**src/rtl/reg_wr_pkg.sv**
```systemverilog
// Shared types and helpers for the register-file write decoder.
package reg_wr_pkg;

    localparam int unsigned ADDR_W_DEF = 5;
    localparam int unsigned MAX_WR     = 4;

    // Default-width one-hot register vector (NREGS = 2**ADDR_W_DEF).
    typedef logic [(1 << ADDR_W_DEF)-1:0] onehot_t;

    // Number of registers addressed by an addr_w-bit index.
    function automatic int unsigned nregs(input int unsigned addr_w);
        return 32'd1 << addr_w;
    endfunction

    // Priority resolve for one register: 1 when any lower-indexed port also targets it.
    function automatic logic lower_hit(input logic [MAX_WR-1:0] hits, input int unsigned port);
        logic hit;
        hit = 1'b0;
        for (int unsigned i = 0; i < MAX_WR; i++) begin
            if (i < port) begin
                hit = hit | hits[i];
            end
        end
        return hit;
    endfunction

endpackage

```
**src/rtl/onehot_dec.sv**
```systemverilog
// Combinational binary-to-one-hot decoder with enable.
module onehot_dec #(
    parameter int unsigned ADDR_W = 5
) (
    input  logic                     en,
    input  logic [ADDR_W-1:0]        adr,
    output logic [(1 << ADDR_W)-1:0] onehot_c
);

    // Single bit set at adr when enabled.
    always_comb begin
        onehot_c = '0;
        if (en) begin
            onehot_c[adr] = 1'b1;
        end
    end

endmodule

```
**src/rtl/reg_wr_decoder.sv**
```systemverilog
// Registered register-file write decoder with collision priority and counter.
// Optional busy scoreboard enabled by defining REG_WR_DECODER_SCOREBOARD_EN.
module reg_wr_decoder
    import reg_wr_pkg::*;
#(
    parameter int unsigned ADDR_W      = ADDR_W_DEF,
    parameter int unsigned NUM_WR      = 2,
    parameter bit          HARDWIRE_R0 = 1'b1,
    parameter int unsigned CNT_W       = 8
) (
    input  logic                           clk,
    input  logic                           rst,
    input  logic [NUM_WR-1:0]              wr_en,
    input  logic [NUM_WR*ADDR_W-1:0]       wr_adr,
    output logic [NUM_WR*(1<<ADDR_W)-1:0]  wr_onehot,
    output logic [(1<<ADDR_W)-1:0]         wr_mask,
    output logic [NUM_WR-1:0]              wr_valid,
    output logic                           collision,
    output logic [CNT_W-1:0]               coll_cnt
`ifdef REG_WR_DECODER_SCOREBOARD_EN
    ,
    input  logic                           iss_en,
    input  logic [ADDR_W-1:0]              iss_adr,
    output logic [(1<<ADDR_W)-1:0]         busy
`endif
);

    localparam int unsigned NREGS = nregs(ADDR_W);

    logic [NUM_WR-1:0][NREGS-1:0] raw_c;
    logic [NUM_WR-1:0][NREGS-1:0] win_c;
    logic [NUM_WR-1:0]            en_c;
    logic [NUM_WR-1:0]            valid_c;
    logic [NREGS-1:0]             mask_c;
    logic [MAX_WR-1:0]            hits_c;
    logic                         lower_c;
    logic                         coll_c;

    // Per-port decode; writes to a hardwired register 0 never enter resolution.
    for (genvar p = 0; p < NUM_WR; p++) begin : g_port
        logic [ADDR_W-1:0] adr;
        assign adr     = wr_adr[p*ADDR_W +: ADDR_W];
        assign en_c[p] = wr_en[p] && !(HARDWIRE_R0 && (adr == '0));
        onehot_dec #(.ADDR_W(ADDR_W)) u_dec (
            .en       (en_c[p]),
            .adr      (adr),
            .onehot_c (raw_c[p])
        );
    end

    // Lowest port wins each register; any shadowed hit flags a collision.
    always_comb begin
        win_c   = '0;
        valid_c = '0;
        mask_c  = '0;
        hits_c  = '0;
        lower_c = 1'b0;
        coll_c  = 1'b0;
        for (int unsigned r = 0; r < NREGS; r++) begin
            hits_c = '0;
            for (int unsigned p = 0; p < NUM_WR; p++) begin
                hits_c[p] = raw_c[p][r];
            end
            for (int unsigned p = 0; p < NUM_WR; p++) begin
                lower_c     = lower_hit(hits_c, p);
                win_c[p][r] = raw_c[p][r] & ~lower_c;
                coll_c      = coll_c | (raw_c[p][r] & lower_c);
            end
        end
        for (int unsigned p = 0; p < NUM_WR; p++) begin
            valid_c[p] = |win_c[p];
            mask_c     = mask_c | win_c[p];
        end
    end

    // Output stage and saturating collision counter.
    always_ff @(posedge clk or posedge rst) begin
        if (rst) begin
            wr_onehot <= '0;
            wr_mask   <= '0;
            wr_valid  <= '0;
            collision <= 1'b0;
            coll_cnt  <= '0;
        end else begin
            wr_onehot <= win_c;
            wr_mask   <= mask_c;
            wr_valid  <= valid_c;
            collision <= coll_c;
            if (coll_c && (coll_cnt != {CNT_W{1'b1}})) begin
                coll_cnt <= coll_cnt + CNT_W'(1);
            end
        end
    end

`ifdef REG_WR_DECODER_SCOREBOARD_EN
    logic             iss_en_c;
    logic [NREGS-1:0] iss_oh_c;

    assign iss_en_c = iss_en && !(HARDWIRE_R0 && (iss_adr == '0));

    onehot_dec #(.ADDR_W(ADDR_W)) u_iss_dec (
        .en       (iss_en_c),
        .adr      (iss_adr),
        .onehot_c (iss_oh_c)
    );

    // Busy set on issue, cleared as the write leaves; issue wins a same-cycle clear.
    always_ff @(posedge clk or posedge rst) begin
        if (rst) begin
            busy <= '0;
        end else begin
            busy <= (busy & ~wr_mask) | iss_oh_c;
        end
    end
`endif

endmodule
```
**config.mk**
```make
export PLATFORM = sky130hd
export DESIGN_NAME = reg_wr_decoder
export DESIGN_NICKNAME = d
export VERILOG_FILES = /design/src/rtl/reg_wr_pkg.sv /design/src/rtl/onehot_dec.sv /design/src/rtl/reg_wr_decoder.sv
export SDC_FILE = /design/constraint.sdc
export NUM_CORES = 1
export LEC_CHECK = 0
export BUFFER_PORTS_ARGS = -buffer_cell sky130_fd_sc_hd__buf_2
export CAP_MARGIN = 10
export CORE_MARGIN = 1.5
export CORE_UTILIZATION = 31
export CTS_BUF_LIST = sky130_fd_sc_hd__clkbuf_4 sky130_fd_sc_hd__clkbuf_8
export DETAILED_ROUTE_END_ITERATION = 12
export PLACE_DENSITY = 0.52
export REMOVE_ABC_BUFFERS = 1
export SLEW_MARGIN = 0
export SYNTH_ARGS = -nofsm -noshare
export SYNTH_HDL_FRONTEND = slang
export SYNTH_SLANG_ARGS = --single-unit
```
**constraint.sdc**
```tcl
create_clock -name clk -period 3.6 [get_ports clk]
set_input_delay 0.18 -clock clk [delete_from_list [all_inputs] [get_ports clk]]
set_output_delay 0.18 -clock clk [all_outputs]
set_load 0.05 [all_outputs]
```
# Word level (Yosys, flattened, before mapping)

Cells that the tools add are included.

Magnitude comparators: 4
Add/sub/neg operators: 1
Multiplexer cells: 6
Bitwise gates (word level): 128
Reductions and logical operators: 11
Equality and inequality tests: 1

Operators by type and width:

| operator                                                           | number |
|---|---|
| AND 1 bit                                                          | 64 |
| 2-to-1 mux 32 bit                                                  | 2 |
| OR reduction 32 bit                                                | 2 |
| NOT 1 bit                                                          | 32 |
| bitwise OR 32 bit                                                  | 1 |
| bitwise OR 1 bit                                                   | 31 |
| < comparator 5 x 6 -> 1 bit (second input constant)                | 2 |
| demux 1 bit (select 5 bit)                                         | 2 |
| greater-or-equal comparator 5 x 1 -> 1 bit (second input constant) | 2 |
| logical NOT 5 bit                                                  | 2 |
| adder 8 x 1 -> 8 bit (second input constant)                       | 1 |
| != test 8 bit (second input constant)                              | 1 |
| logical AND 1 bit                                                  | 5 |
| logical NOT 1 bit                                                  | 2 |
| 2-to-1 mux 1 bit                                                   | 2 |

Flip-flop bits (word level): 107
Logic and storage cells: 156
Input bits: 14

# Depth between registers and ports, before layout

Gate-level depths: netlist (run 1).

Word-level depth: 38
Mapped depth: 9

# Cells and area by module

A second synthesis (run 1) with hierarchy kept.

Cell total of the unflattened synthesis: 341
Area, all modules: 4058.9 µm²

Modules (own cells, without submodules):

| module         | cells an instance | area an instance (µm²) | sequential area each (µm²) | times used |
|---|---|---|---|---|
| reg_wr_decoder | 247               | 3598.5                 | 2677.6                     | 1 |
| onehot_dec     | 47                | 230.2                  | 0.0                        | 2 |

# Least setup slack after synthesis (run 1)

No wires, ideal clock.

Path type: input-to-reg
Start point: input port wr_adr[6]
End point: register coll_cnt[2]
Path buffers: 1
Library setup time: 0.128 ns
Cell stages on the path: 7
Data arrival time: 1.850 ns
Setup slack: 1.622 ns
Cells stage by stage: clkbuf_1 or4bb_1 a2111oi_0 nor4_1 nand4_2 o21ai_1 mux2_1

Longest elaborated chain between the ends: 38

Ends and longest elaborated chain:

| item                                                                                                            | line                 | RTL |
|---|---|---|
| start: declaration                                                                                              | reg_wr_decoder.sv:14 | `input logic [NUM_WR*ADDR_W-1:0] wr_adr,` |
| < comparator 5 x 6 -> 1 bit (not written as such) or greater-or-equal comparator 5 x 1 -> 1 bit (tied branches) | onehot_dec.sv:14     | `onehot_c[adr] = 1'b1;` |
| logical AND 1 bit (not written as such)                                                                         | onehot_dec.sv:14     |  |
| 2-to-1 mux 1 bit (not written as such)                                                                          | onehot_dec.sv:14     |  |
| demux 1 bit (select 5 bit)                                                                                      | --                   |  |
| 2-to-1 mux 32 bit *                                                                                             | onehot_dec.sv:13     | `if (en) begin` |
| AND 1 bit                                                                                                       | reg_wr_decoder.sv:67 | `coll_c = coll_c \| (raw_c[p][r] & lower_c);` |
| bitwise OR 1 bit (30 in series)                                                                                 | reg_wr_decoder.sv:67 |  |
| bitwise OR 1 bit *                                                                                              | reg_wr_decoder.sv:67 |  |
| logical AND 1 bit *                                                                                             | reg_wr_decoder.sv:89 | `if (coll_c && (coll_cnt != {CNT_W{1'b1}})) begin` |
| end signal: assignment                                                                                          | reg_wr_decoder.sv:90 | `coll_cnt <= coll_cnt + CNT_W'(1);` |
| end: declaration                                                                                                | reg_wr_decoder.sv:19 | `output logic [CNT_W-1:0] coll_cnt` |

Mark *: on every way between the ends. The rest lies on a longest branch, timed or not.
A chain may end at the register's enable or synchronous reset.

# Worst setup path after layout (run 1)

Start point: input port wr_adr[1]
End point: register coll_cnt[2]

The elaborated chain is that of the path after synthesis.

==> parameters.txt, run 1 <==
Parameter                              Value

Final layout
  Post-layout net count ... 517
  Finished Core Util ... 38.2%
  Number of filler cells placed in the layout ... 1,417
  Diodes inserted ... 0
  Share of cells above drive strength 1 ... 30.0%
  Area growth from synthesis to final layout ... 21.6%

Pwr
  Net load switching power ... 0.762 mW
  IR drop worst, VDD ... 0.285 mV
  Ratio of total power to cell area ... 459 mW/mm^2
  Fraction of power spent switching nets ... 31.5%
  Pleak ... 2.76 nW
  Power share of the clock group ... 28.2%
  Sequential share of power ... 53.7%
  Total internal power ... 1.65 mW
  Combinational cell fraction of total power ... 18.2%

Critical path
  Startpoint-to-endpoint class of the critical path ... primary input to register
  Internal reg-to-reg setup slack ... 1.94 ns
  Arrival time of data at the critical path endpoint ... 2.33 ns
  R2R Path Start ... coll_cnt[0]$_DFFE_PP0P_
  Type of element launching the critical path ... primary input
  R2r endpoint ... coll_cnt[7]$_DFFE_PP0P_
  Crit. End Element ... register
  Reg2reg path depth ... 6
  Critical Path Fanout Max ... 21
  Cell with the largest stage delay on the worst path ... sky130_fd_sc_hd__nand2_1
  Crit path max-delay family ... simple AND/OR/NAND/NOR gates
  Data required time of the critical path ... 3.87 ns
  Number of buffers and inverters on the critical path ... 1
  Largest stage delay on the critical path ... 0.63 ns
  Critical-path cell list ... buf_2 > nand2_1 > a2111oi_0 > nor4_1 > nand4_2 > o21ai_1 > mux2_1

Place
  Gp weighted congestion ... 0.789
  Detailed Place HPWL ... 8.62 mm
  Number of buffer cells added on primary ports ... 120

Die
  Count of standard-cell rows ... 43
  Effective utilization at floorplan ... 31.4%
  Width of the die ... 121 um
  Height of the die ... 121 um
  Floorplan die area ... 0.0147 mm^2
  # IOs ... 121
  Core Area ... 0.0138 mm^2

Yosys
  Per-instance average area after synthesis ... 11.0 um^2
  Post-synth top area share ... 61.8%
  Most numerous cell in the Yosys netlist ... sky130_fd_sc_hd__dfrtp_1
  Yosys synthesis warning count ... 0
  Count of mapped cells out of synthesis ... 393
  Number of enable-type register cells in the synthesized netlist ... 0
  Summed instance area of the synthesized netlist ... 0.00433 mm^2
  Post-synth top flop ... sky130_fd_sc_hd__dfrtp_1
  Area contributors post-synth ... sky130_fd_sc_hd__dfrtp_1 62%, sky130_fd_sc_hd__nor2_1 5.7%, sky130_fd_sc_hd__o21ai_0 4.7%
  FFs w/ async S/R, synth ... 100%
  Post-synthesis register bit count ... 107
  Share of the yosys chip area belonging to registers ... 61.8%
  Number of unique standard cell types used by synthesis ... 56
  Cell accounting for the most synthesized area ... sky130_fd_sc_hd__dfrtp_1
  Commonest cells post-synth ... 107 x sky130_fd_sc_hd__dfrtp_1, 66 x sky130_fd_sc_hd__nor2_1, 41 x sky130_fd_sc_hd__nand2_1, 41 x sky130_fd_sc_hd__o21ai_0, 21 x sky130_fd_sc_hd__clkbuf_1

Drt
  Post-detailed-route wirelength per cell ... 17.5 um
  Detailed-router iteration count before antenna repair ... 4
  Wire length reported by the detailed router ... 12.0 mm
  Number of vias in the routed layout ... 3,389
  Detailed Route Iter0 Violations ... 181
  Residual DRC ... 0
  Routed via count divided by cell count ... 4.93
  Remaining antenna violation count after routing ... 0

Timing
  Setup skew after layout ... 0.00140 ns
  Tightest slew margin relative to the limit ... 43.2%
  Clock period minus final worst setup slack ... 2.06 ns
  Peak Freq ... 485 MHz
  Unrepaired setup endpoints after global routing ... no
  Max Transition Viols Final ... 0
  Share of the clock period used by the worst path ... 57.3%
  Final Setup Violations ... 0
  Setup Total Neg Slack ... 0 ns
  Count of endpoints failing hold in the final timing report ... 0
  Worst slew pin tran ... 0.850 ns

Clock tree
  CTS tree ... yes
  Total number of H-tree levels ... 3
  Root cell of the clock tree ... sky130_fd_sc_hd__clkbuf_8
  Worst-path clk slew ... 0.10 ns
  Number of buffers added by the clock tree synthesis step ... 9
  CTS sink count ... 107
  Clk_lat worst skew ... 0.38 ns
  Post-cts resize count ... 0
  Number of buffers on the longest clock path ... 2

Min path
  Destination of the worst hold path ... wr_valid[0]$_DFF_PP0_
  Hold path start ... wr_en[0]
  Hold Path Cell Cnt ... 2
  HP Class ... primary input to register

GRT
  Vias in the first global route ... 3,325
  Total routing usage reported by global routing ... 16.8%
  Initial antenna violation count ... 0
  Wire length of the first global-routing pass ... 18.3 mm
  Remaining global-route overflow ... 0
  Pin count of the biggest net entering global routing ... 40

Job
  Max-cap violations ... 0

Status
  Status ... finished clean
==> final cells by class <==
| cell class | instances | area, um^2 | area share, % |
|---|---|---|---|
| well taps | 180 | 225 | 4.28 |
| multi-input cells | 258 | 1540 | 29.2 |
| flip-flops and latches | 107 | 2680 | 50.8 |
| clock inverters | 4 | 25.0 | 0.475 |
| repair buffers | 124 | 633 | 12.0 |
| clock buffers | 12 | 159 | 3.02 |
| inverters | 2 | 10.0 | 0.190 |
==> flip-flops by register name, summed over array words and instances, names as in the netlist <==
signal and flops:
wr_valid 2, wr_mask 32, coll_cnt 8, wr_onehot 64, collision 1
==> power by group through the flow <==
stage               Combinational, mW  Clock [mW]  Sequential [mW]
global route                    0.468       0.753             1.30
detailed placement              0.441           0             1.32
finish                          0.439       0.681             1.30
floorplan                       0.131           0             1.49
CTS                             0.444       0.709             1.30
global placement                0.436           0             1.32
==> worst reg2reg max path, stage by stage (launching register included) <==
cell and delay, ns:
sky130_fd_sc_hd__dfrtp_1 0.45, sky130_fd_sc_hd__ha_1 0.25, sky130_fd_sc_hd__and3_1 0.16, sky130_fd_sc_hd__nand3_1 0.19, sky130_fd_sc_hd__and4_1 0.22, sky130_fd_sc_hd__o21ai_0 0.12
sky130_fd_sc_hd__xnor2_1 0.15
==> logic make-up after synthesis <==
kind of cell | synth area share, %
buffers and inverters | 2.86
AOI/OAI and AO/OA | 9.42
DFF | 61.8
xor gates and xnor gates | 1.42
muxes | 1.65
adders and majority gates | 0.289
and+or+nand+nor | 22.5
other | 0.0866
==> layer usage <==
| layer | wire length (um) | vias to the layer above | track usage, % |
|---|---|---|---|
| met2 | 5420 | 110 | 25.2 |
| met3 | 693 | 12 | 3.20 |
| met4 | 223 | 0 | 6.84 |
| met5 | 0 | - | 0 |
| met1 | 5660 | 1679 | 23.8 |
| li1 | - | 1588 | - |
==> how the worst max path moves through the flow <==
stage               from                      end  slack, ns  cells past startpoint
2_1_floorplan        rst  coll_cnt[0]$_DFFE_PP0P_       0.60                      1
3_3_place_gp   wr_adr[1]  coll_cnt[1]$_DFFE_PP0P_       1.14                      7
3_5_place_dp   wr_adr[1]  coll_cnt[2]$_DFFE_PP0P_       1.14                      7
4_1_cts        wr_adr[1]  coll_cnt[1]$_DFFE_PP0P_       1.54                      7
5_1_grt        wr_adr[1]  coll_cnt[6]$_DFFE_PP0P_       1.36                      7
6_report       wr_adr[1]  coll_cnt[2]$_DFFE_PP0P_       1.54                      7
==> cell usage in the layout (no fill, tap or decap), drive strengths merged, types with 4 or more instances in the layout <==
master   count
o21ai       45
o22ai        6
nor2        67
nand4b       5
nand2       41
or4bb        5
nor4         7
buf        123
nor4b        5
clkbuf      12
dfrtp      107
nand4bb      5
nand3        4
nand2b       4
xnor2        5
mux2         4
nand4        4
==> through the flow <==
stage                     std cells  total power, mW  cell area [um^2]  hold slack [ns]  setup WS [ns]
after floorplan                 367             1.62              4220            0.308          0.603
final                           687             2.42              5270            0.119           1.54
after detailed placement        670             1.76              5070            0.224           1.14
after global routing            687             2.52              5270            0.111           1.36
after CTS                       687             2.45              5270           0.0937           1.54
after global placement          670             1.76              5070            0.219           1.14
==> what timing repair did <==
| action | CTS | global route |
|---|---|---|
| hold buffers | 1 | 0 |
| setup buffers | 0 | 0 |
| endpoints found under the setup margin | 0 | 0 |
| hold endpoints to repair | 35 | 0 |
(Power assumes the default switching activity.)
==> run 2: changes to the inputs <==
--- a/config.mk
+++ b/config.mk
@@ -5,6 +5,7 @@
 export SDC_FILE = /design/constraint.sdc
 export NUM_CORES = 1
 export LEC_CHECK = 0
+export ABC_AREA = 1
 export BUFFER_PORTS_ARGS = -buffer_cell sky130_fd_sc_hd__buf_2
 export CAP_MARGIN = 10
 export CORE_MARGIN = 1.5
==> constraint.sdc (replaced) <==
create_clock -name clk -period 1.9 [get_ports clk]
set_input_delay 0.095 -clock clk [delete_from_list [all_inputs] [get_ports clk]]
set_output_delay 0.095 -clock clk [all_outputs]
set_load 0.05 [all_outputs]
==> run 2 against run 1 <==
Die area fell by 5.1%. Sequential power rose by 80%. Critical endpoint is now coll_cnt[1]$_DFFE_PP0P_. Global-route usage rose by 0.68 points. Final area rose by 0.17%.
==> parameters.txt, run 2 <==
Parameter                              Value

Timing
  Unrepaired setup endpoints after global routing ... no
  Peak Freq ... 645 MHz
  Share of the clock period used by the worst path ... 81.6%
  Final Setup Violations ... 0 (unchanged)
  Setup skew after layout ... 0.00108 ns (-0.000318 ns)
  Max Transition Viols Final ... 0 (unchanged)
  Clock period minus final worst setup slack ... 1.55 ns
  Count of endpoints failing hold in the final timing report ... 0 (unchanged)
  Post-route worst setup slack ... 0.349 ns (-1.19 ns)

Critical path
  Startpoint-to-endpoint class of the critical path ... register to register
  Crit. Startpoint ... coll_cnt[0]$_DFFE_PP0P_
  Type of element launching the critical path ... register
  R2R Path Start ... coll_cnt[0]$_DFFE_PP0P_
  Arrival time of data at the critical path endpoint ... 1.82 ns (-0.51 ns)
  Critical-path cell list ... ha_1 > nand3_1 > nor2_1 > nand4_1 > buf_4 > buf_4 > nand3_1 > nand2_1
  Internal reg-to-reg setup slack ... 0.35 ns (-1.59 ns)
  Levels on crit path ... 8 (+1)
  Crit. End Element ... register
  Number of buffers and inverters on the critical path ... 2 (+1)
  Data required time of the critical path ... 2.17 ns (-1.70 ns)
  Critical Path Fanout Max ... 7 (-67%)
  Reg2reg path depth ... 8 (+2)
  Worst Setup EP ... coll_cnt[1]$_DFFE_PP0P_
  Crit path max-delay family ... simple AND/OR/NAND/NOR gates
  R2r endpoint ... coll_cnt[1]$_DFFE_PP0P_
  Largest stage delay on the critical path ... 0.43 ns (-0.20 ns)
  Cell with the largest stage delay on the worst path ... sky130_fd_sc_hd__dfrtp_1

Die
  Effective utilization at floorplan ... 32.1% (+0.68 points)
  Floorplan die area ... 0.0139 mm^2 (-5.1%)
  Width of the die ... 118 um (-2.6%)
  # IOs ... 121 (unchanged)
  Count of standard-cell rows ... 41 (-4.7%)
  Height of the die ... 118 um (-2.6%)
  Core Area ... 0.0128 mm^2 (-7.3%)

Yosys
  Summed instance area of the synthesized netlist ... 0.00410 mm^2 (-5.3%)
  FFs w/ async S/R, synth ... 100% (unchanged)
  Most numerous cell in the Yosys netlist ... sky130_fd_sc_hd__dfrtp_1
  Cell accounting for the most synthesized area ... sky130_fd_sc_hd__dfrtp_1
  Yosys synthesis warning count ... 0 (unchanged)
  Post-synthesis register bit count ... 107 (unchanged)
  Per-instance average area after synthesis ... 9.32 um^2 (-15%)
  Post-synth top flop ... sky130_fd_sc_hd__dfrtp_1
  Number of enable-type register cells in the synthesized netlist ... 0 (unchanged)
  Area contributors post-synth ... sky130_fd_sc_hd__dfrtp_1 65%, sky130_fd_sc_hd__nor2_1 8.9%, sky130_fd_sc_hd__nand2_1 7.3%
  Share of the yosys chip area belonging to registers ... 65.3% (+3.4 points)
  Number of unique standard cell types used by synthesis ... 21 (-63%)
  Commonest cells post-synth ... 107 x sky130_fd_sc_hd__dfrtp_1, 97 x sky130_fd_sc_hd__nor2_1, 80 x sky130_fd_sc_hd__nand2_1
  Count of mapped cells out of synthesis ... 440 (+12%)
  Post-synth top area share ... 65.3% (+3.4 points)

GRT
  Initial antenna violation count ... 0 (unchanged)
  Met1 global-route usage ... 23.4% (-0.36 points)
  Total routing usage reported by global routing ... 17.4% (+0.68 points)
  Grt met2 use ... 26.5% (+1.3 points)
  Remaining global-route overflow ... 0 (unchanged)
  Global Route met3 Usage ... 6.01% (+2.8 points)
  Wire length of the first global-routing pass ... 18.3 mm (-0.11%)
  Most heavily used metal layer in global routing ... met2
  Pin count of the biggest net entering global routing ... 47 (+18%)
  Vias in the first global route ... 3,419 (+2.8%)

Drt
  Routed via count divided by cell count ... 4.36 (-12%)
  Remaining antenna violation count after routing ... 0 (unchanged)
  Wire length reported by the detailed router ... 11.7 mm (-2.3%)
  Number of vias in the routed layout ... 3,333 (-1.7%)
  Detailed-router iteration count before antenna repair ... 4 (unchanged)
  Post-detailed-route wirelength per cell ... 15.3 um (-12%)
  Residual DRC ... 0 (unchanged)
  Detailed Route Iter0 Violations ... 299 (+65%)

Pwr
  Pleak ... 3.12 nW (+13%)
  Ratio of total power to cell area ... 794 mW/mm^2 (+73%)
  IR drop worst, VDD ... 0.280 mV (-1.8%)

Final layout
  Final Non-Filler Cells ... 764 (+11%)
  Top flop regs ... wr_onehot (64), wr_mask (32), coll_cnt (8)
  Largest register by flop count ... wr_onehot
  Finished Core Util ... 41.3% (+3.1 points)
  Share of cells above drive strength 1 ... 26.7% (-3.3 points)
  Area growth from synthesis to final layout ... 28.6%
  Largest register FFs ... 64 (unchanged)
  Highest-count cells in the layout ignoring fill and taps ... 120 x sky130_fd_sc_hd__buf_2, 107 x sky130_fd_sc_hd__dfrtp_1, 97 x sky130_fd_sc_hd__nor2_1
  Post-layout net count ... 603 (+17%)
  Diodes inserted ... 0 (unchanged)
  Leading cell type in the layout, fill and taps excluded ... sky130_fd_sc_hd__buf_2

Clock tree
  Root cell of the clock tree ... sky130_fd_sc_hd__clkbuf_8
  Total number of H-tree levels ... 3 (unchanged)
  Post-cts resize count ... 0 (unchanged)
  CTS sink count ... 107 (unchanged)
  Number of buffers added by the clock tree synthesis step ... 9 (unchanged)
  Worst-path clk slew ... 0.09 ns (about the same)
  CTS tree ... yes
  Number of buffers on the longest clock path ... 2 (unchanged)
  Clk_lat worst skew ... 0.37 ns (about the same)

Min path
  HP Class ... primary input to register

Job
  Max-cap violations ... 0 (unchanged)

Place
  Number of buffer cells added on primary ports ... 120 (unchanged)
  # placed instances ... 744 (+11%)
  Worst slack at placement ... -0.0119 ns (-1.15 ns)
  Gp weighted congestion ... 0.909 (+15%)
  Detailed Place HPWL ... 8.78 mm (+1.8%)

Status
  Status ... finished clean
run 2: cell types whose count changed after synthesis, sizes merged, moves of 6 or more:
cell	previous run	this run
nand2	41	82
o22ai	6	0
clkbuf	21	0
inv	2	61
nand3	4	38
o21ai	45	30
nor2	67	98
run 2: worst min-delay path by stage:
stage,from,depth (start not counted),to,slack (ns)
CTS,wr_adr[0],5,wr_valid[0]$_DFF_PP0_,0.08
finish,wr_adr[0],5,wr_valid[0]$_DFF_PP0_,0.09
global route,wr_adr[0],5,wr_valid[0]$_DFF_PP0_,0.13
detailed placement,rst,2,wr_onehot[27]$_DFF_PP0_,0.15
floorplan,wr_en[0],2,wr_valid[0]$_DFF_PP0_,0.22
global placement,rst,2,wr_onehot[27]$_DFF_PP0_,0.14
run 2: kinds of logic (layout without fill, tap and decap cells):
logic type	count (synthesis)	count (layout)	share of synthesized area, %
buffers and inverters	65	215	6.13
flip-flops	107	107	65.3
other	1	3	0.0914
XOR/XNOR	6	6	1.28
adder cells (fa/ha/maj)	1	1	0.305
AND/OR/NAND/NOR	229	229	23.1
AO/OA/AOI/OAI	31	31	3.84
run 2: layer usage:
layer  part of all wire [%]  wire length [um]
met5                      0                 0
met2                     44              5130
met3                    7.8               910
met4                   0.97               114
met1                     47              5570
run 2: worst register-to-register path, cell delays in order (launching register included):
cell	delay (ns)
sky130_fd_sc_hd__dfrtp_1	0.43
sky130_fd_sc_hd__ha_1	0.21
sky130_fd_sc_hd__nand3_1	0.12
sky130_fd_sc_hd__nor2_1	0.15
sky130_fd_sc_hd__nand4_1	0.10
sky130_fd_sc_hd__buf_4	0.18
sky130_fd_sc_hd__buf_4	0.14
sky130_fd_sc_hd__nand3_1	0.07
sky130_fd_sc_hd__nand2_1	0.06
run 2: where the power goes:
group	total (mW)	internal (mW)	switching, mW
sequential	2.34	2.32	0.0254
combinational	0.438	0.0949	0.343
clock	1.41	0.654	0.755
total	4.19	3.07	1.12
run 2: final cells by class:
cell class              instances  area, um^2
well taps                     172         215
clock buffers                  11         145
inverters                      61         231
multi-input cells             270        1180
repair buffers                139         773
fillers                      1312        7500
flip-flops and latches        107        2680
clock inverters                 4        51.3
run 2: repair_timing:
action                     in CTS  in global routing
buffers inserted                0                  3
hold buffers                    2                  0
hold endpoints to repair       29                  0
setup endpoints to repair       0                  8
run 2: metrics by stage:
| step | area [um^2] | setup TNS (ns) | power, mW | hold WS, ns |
|---|---|---|---|---|
| 6_report | 5280 | 0 | 4.19 | 0.0905 |
| 5_1_grt | 5280 | 0 | 4.35 | 0.134 |
| 4_1_cts | 5250 | 0 | 4.23 | 0.0821 |
| 3_5_place_dp | 5040 | -0.0119 | 2.83 | 0.147 |
| 3_3_place_gp | 5040 | 0 | 2.82 | 0.143 |
| 2_1_floorplan | 4090 | -108.31 | 2.67 | 0.222 |
==> run 3: changes to the inputs <==
--- a/config.mk
+++ b/config.mk
@@ -5,7 +5,7 @@
 export SDC_FILE = /design/constraint.sdc
 export NUM_CORES = 1
 export LEC_CHECK = 0
-export ABC_AREA = 1
+export ABC_AREA = 0
 export BUFFER_PORTS_ARGS = -buffer_cell sky130_fd_sc_hd__buf_2
 export CAP_MARGIN = 10
 export CORE_MARGIN = 1.5
==> constraint.sdc (replaced) <==
create_clock -name clk -period 1.55 [get_ports clk]
set_input_delay 0.0775 -clock clk [delete_from_list [all_inputs] [get_ports clk]]
set_output_delay 0.0775 -clock clk [all_outputs]
set_load 0.05 [all_outputs]
==> run 3 against run 2 <==
The run now ends with negative setup slack left. Clock power rose by 25%. Critical path depth shrank 1. Power grew 48%. Register-to-register slack lost 0.28 ns. Clock skew grew 0.0061 ns. Final cell count up 8.9%. Combinational power increased to 3.4 times the previous value. Non-clock buffer count grew 130. Setup slack got worse by 0.43 ns. Critical path type is now primary input to register.
==> parameters.txt, run 3 (synthesis results as in run 1) <==
Parameter                              Value

Status
  Status ... complete, but fails checks
  Violated checks ... negative setup slack

Place
  # placed instances ... 810 (+8.9%)
  Detailed Place HPWL ... 10.2 mm (+16%)
  Placement Cell Area ... 0.00617 mm^2 (+23%)
  Gp weighted congestion ... 0.852 (-6.3%)
  Worst slack at placement ... -0.621 ns (-0.609 ns)
  Number of buffer cells added on primary ports ... 120 (unchanged)

Drt
  Wire length reported by the detailed router ... 13.4 mm (+14%)
  Post-detailed-route wirelength per cell ... 16.1 um (+4.7%)
  Detailed Route Iter0 Violations ... 195 (-35%)
  Remaining antenna violation count after routing ... 0 (unchanged)
  Number of vias in the routed layout ... 3,882 (+16%)
  Routed via count divided by cell count ... 4.67 (+7.0%)
  Residual DRC ... 0 (unchanged)
  Detailed-router iteration count before antenna repair ... 4 (unchanged)

Pwr
  Combinational cell fraction of total power ... 24.0% (+14 points)
  Sequential share of power ... 47.7% (-8.2 points)
  IR drop worst, VDD ... 0.844 mV (+200%)
  Net load switching power ... 1.93 mW (+72%)
  Fraction of power spent switching nets ... 31.0% (+4.2 points)
  Ratio of total power to cell area ... 918 mW/mm^2 (+16%)
  Power share of the clock group ... 28.3% (-5.3 points)
  Total internal power ... 4.29 mW (+40%)
  Pleak ... 3.58 nW (+15%)

Clock tree
  CTS sink count ... 107 (unchanged)
  CTS tree ... yes
  Root cell of the clock tree ... sky130_fd_sc_hd__clkbuf_8
  Clk_lat worst skew ... 0.39 ns (+0.02 ns)
  Worst-path clk slew ... 0.10 ns (about the same)
  Total number of H-tree levels ... 3 (unchanged)
  Number of buffers added by the clock tree synthesis step ... 9 (unchanged)
  Number of buffers on the longest clock path ... 2 (unchanged)

Timing
  Final Setup Violations ... 6 (+6)
  Clock period minus final worst setup slack ... 1.63 ns
  Share of the clock period used by the worst path ... 105%
  Max Transition Viols Final ... 0 (unchanged)
  Post-route worst setup slack ... -0.0775 ns (-0.426 ns)
  Count of endpoints failing hold in the final timing report ... 0 (unchanged)
  Unrepaired setup endpoints after global routing ... yes
  Peak Freq ... 614 MHz
  Setup Total Neg Slack ... -0.311 ns (-0.311 ns)
  Setup skew after layout ... 0.00719 ns (+0.00611 ns)

Final layout
  Final design area excluding fillers ... 0.00677 mm^2 (+28%)
  Largest register FFs ... 64 (unchanged)
  Largest register by flop count ... wr_onehot
  Number of filler cells placed in the layout ... 1,338 (+2.0%)
  Sequential cell area ... 0.00268 mm^2 (unchanged)
  Diodes inserted ... 0 (unchanged)
  Highest-count cells in the layout ignoring fill and taps ... 140 x sky130_fd_sc_hd__buf_4, 113 x sky130_fd_sc_hd__buf_2, 107 x sky130_fd_sc_hd__dfrtp_1
  Total area of multi-input combinational cells ... 0.00182 mm^2 (+54%)
  Finished Core Util ... 49.2% (+7.9 points)
  Share of cells above drive strength 1 ... 52.0% (+25 points)
  Leading cell type in the layout, fill and taps excluded ... sky130_fd_sc_hd__buf_4
  Final Non-Filler Cells ... 832 (+8.9%)
  Top flop regs ... wr_onehot (64), wr_mask (32), coll_cnt (8)
  Area growth from synthesis to final layout ... 56.4%
  Post-layout net count ... 662 (+9.8%)

Die
  Height of the die ... 121 um (+2.7%)
  Floorplan die area ... 0.0147 mm^2 (+5.4%)
  Count of standard-cell rows ... 43 (+4.9%)
  Effective utilization at floorplan ... 31.4% (-0.68 points)
  Width of the die ... 121 um (+2.7%)
  Core Area ... 0.0138 mm^2 (+7.8%)
  # IOs ... 121 (unchanged)

GRT
  Remaining global-route overflow ... 0 (unchanged)
  Wire length of the first global-routing pass ... 21.0 mm (+15%)
  Pin count of the biggest net entering global routing ... 44 (-6.4%)
  Vias in the first global route ... 3,932 (+15%)
  Total routing usage reported by global routing ... 19.0% (+1.6 points)
  Initial antenna violation count ... 0 (unchanged)

Critical path
  Cell with the largest stage delay on the worst path ... sky130_fd_sc_hd__or4b_4
  Crit. End Element ... register
  Largest stage delay on the critical path ... 0.59 ns (+0.16 ns)
  Number of buffers and inverters on the critical path ... 1 (-1)
  Type of element launching the critical path ... primary input
  Data required time of the critical path ... 1.84 ns (-0.33 ns)
  Critical-path cell list ... buf_8 > or4b_4 > nor4b_4 > a311oi_2 > o2111ai_4 > o21ai_2 > mux2_4
  Startpoint-to-endpoint class of the critical path ... primary input to register
  Critical Path Fanout Max ... 8 (+1)
  Arrival time of data at the critical path endpoint ... 1.91 ns (+0.09 ns)
  Crit path max-delay family ... simple AND/OR/NAND/NOR gates

Min path
  HP Class ... primary input to register

Job
  Max-cap violations ... 0 (unchanged)
-- run 3: path summary, 6_finish.rpt --
kind | slack, ns | depth (start not counted) | endpoint | start
max in group asynchronous | 0.77 | 4 | wr_onehot[52]$_DFF_PP0_ | rst
worst max-delay path | -0.08 | 7 | coll_cnt[1]$_DFFE_PP0P_ | wr_adr[4]
worst min register to register | 0.56 | 2 | coll_cnt[3]$_DFFE_PP0P_ | coll_cnt[3]$_DFFE_PP0P_
min in group asynchronous | 0.22 | 3 | wr_onehot[36]$_DFF_PP0_ | rst
worst min-delay path | 0.07 | 3 | wr_valid[0]$_DFF_PP0_ | wr_adr[2]
worst max register to register | 0.07 | 6 | coll_cnt[4]$_DFFE_PP0P_ | coll_cnt[0]$_DFFE_PP0P_
-- run 3: routing by layer --
layer	track usage, %	up-vias	share of wire [%]	routed length, um
met5	0	-	0	0
met4	8.09	0	2.0	268
met3	3.48	18	5.3	704
met2	29.4	110	47	6220
met1	26.2	1882	46	6170
li1	-	1872	-	-
-- run 3: power by group through the flow --
stage | clock (mW) | combinational [mW] | sequential (mW)
after floorplan | 0 | 0.305 | 3.45
after global placement | 0 | 1.37 | 3.01
after detailed placement | 0 | 1.38 | 3.01
after CTS | 1.82 | 1.44 | 2.96
after global routing | 1.93 | 1.59 | 2.98
final | 1.76 | 1.49 | 2.96
-- run 3: layout make-up --
cell class                 instances  share of cell area [%]
clock buffer                      11                    2.14
clock inverter                     5                   0.905
inverter                           2                   0.148
multi-input combinational        258                    26.9
sequential                       107                    39.5
tap                              180                    3.32
timing repair buffer             269                    27.0
-- run 3: what timing repair did --
action                                  in CTS  in global routing
gates resized for setup                     53                 25
pin swaps                                   21                  9
endpoints found under the hold margin       29                  0
endpoints found under the setup margin       9                  9
buffers inserted                             3                  2
hold buffers                                 1                  0
-- run 3: metrics by stage --
| stage | hold WS, ns | power, mW |
|---|---|---|
| 2_1_floorplan | 0.206 | 3.76 |
| 6_report | 0.0656 | 6.22 |
| 3_5_place_dp | 0.106 | 4.39 |
| 3_3_place_gp | 0.0999 | 4.38 |
| 5_1_grt | 0.0784 | 6.50 |
| 4_1_cts | 0.0440 | 6.22 |
-- run 3: worst register-to-register path, delay by kind of cell (launching register included) --
kind | cells | cell delay (ns)
compound gates | 1 | 0.11
fa+ha+maj | 1 | 0.22
simple gates | 3 | 0.49
xor+xnor | 1 | 0.15
flops | 1 | 0.40
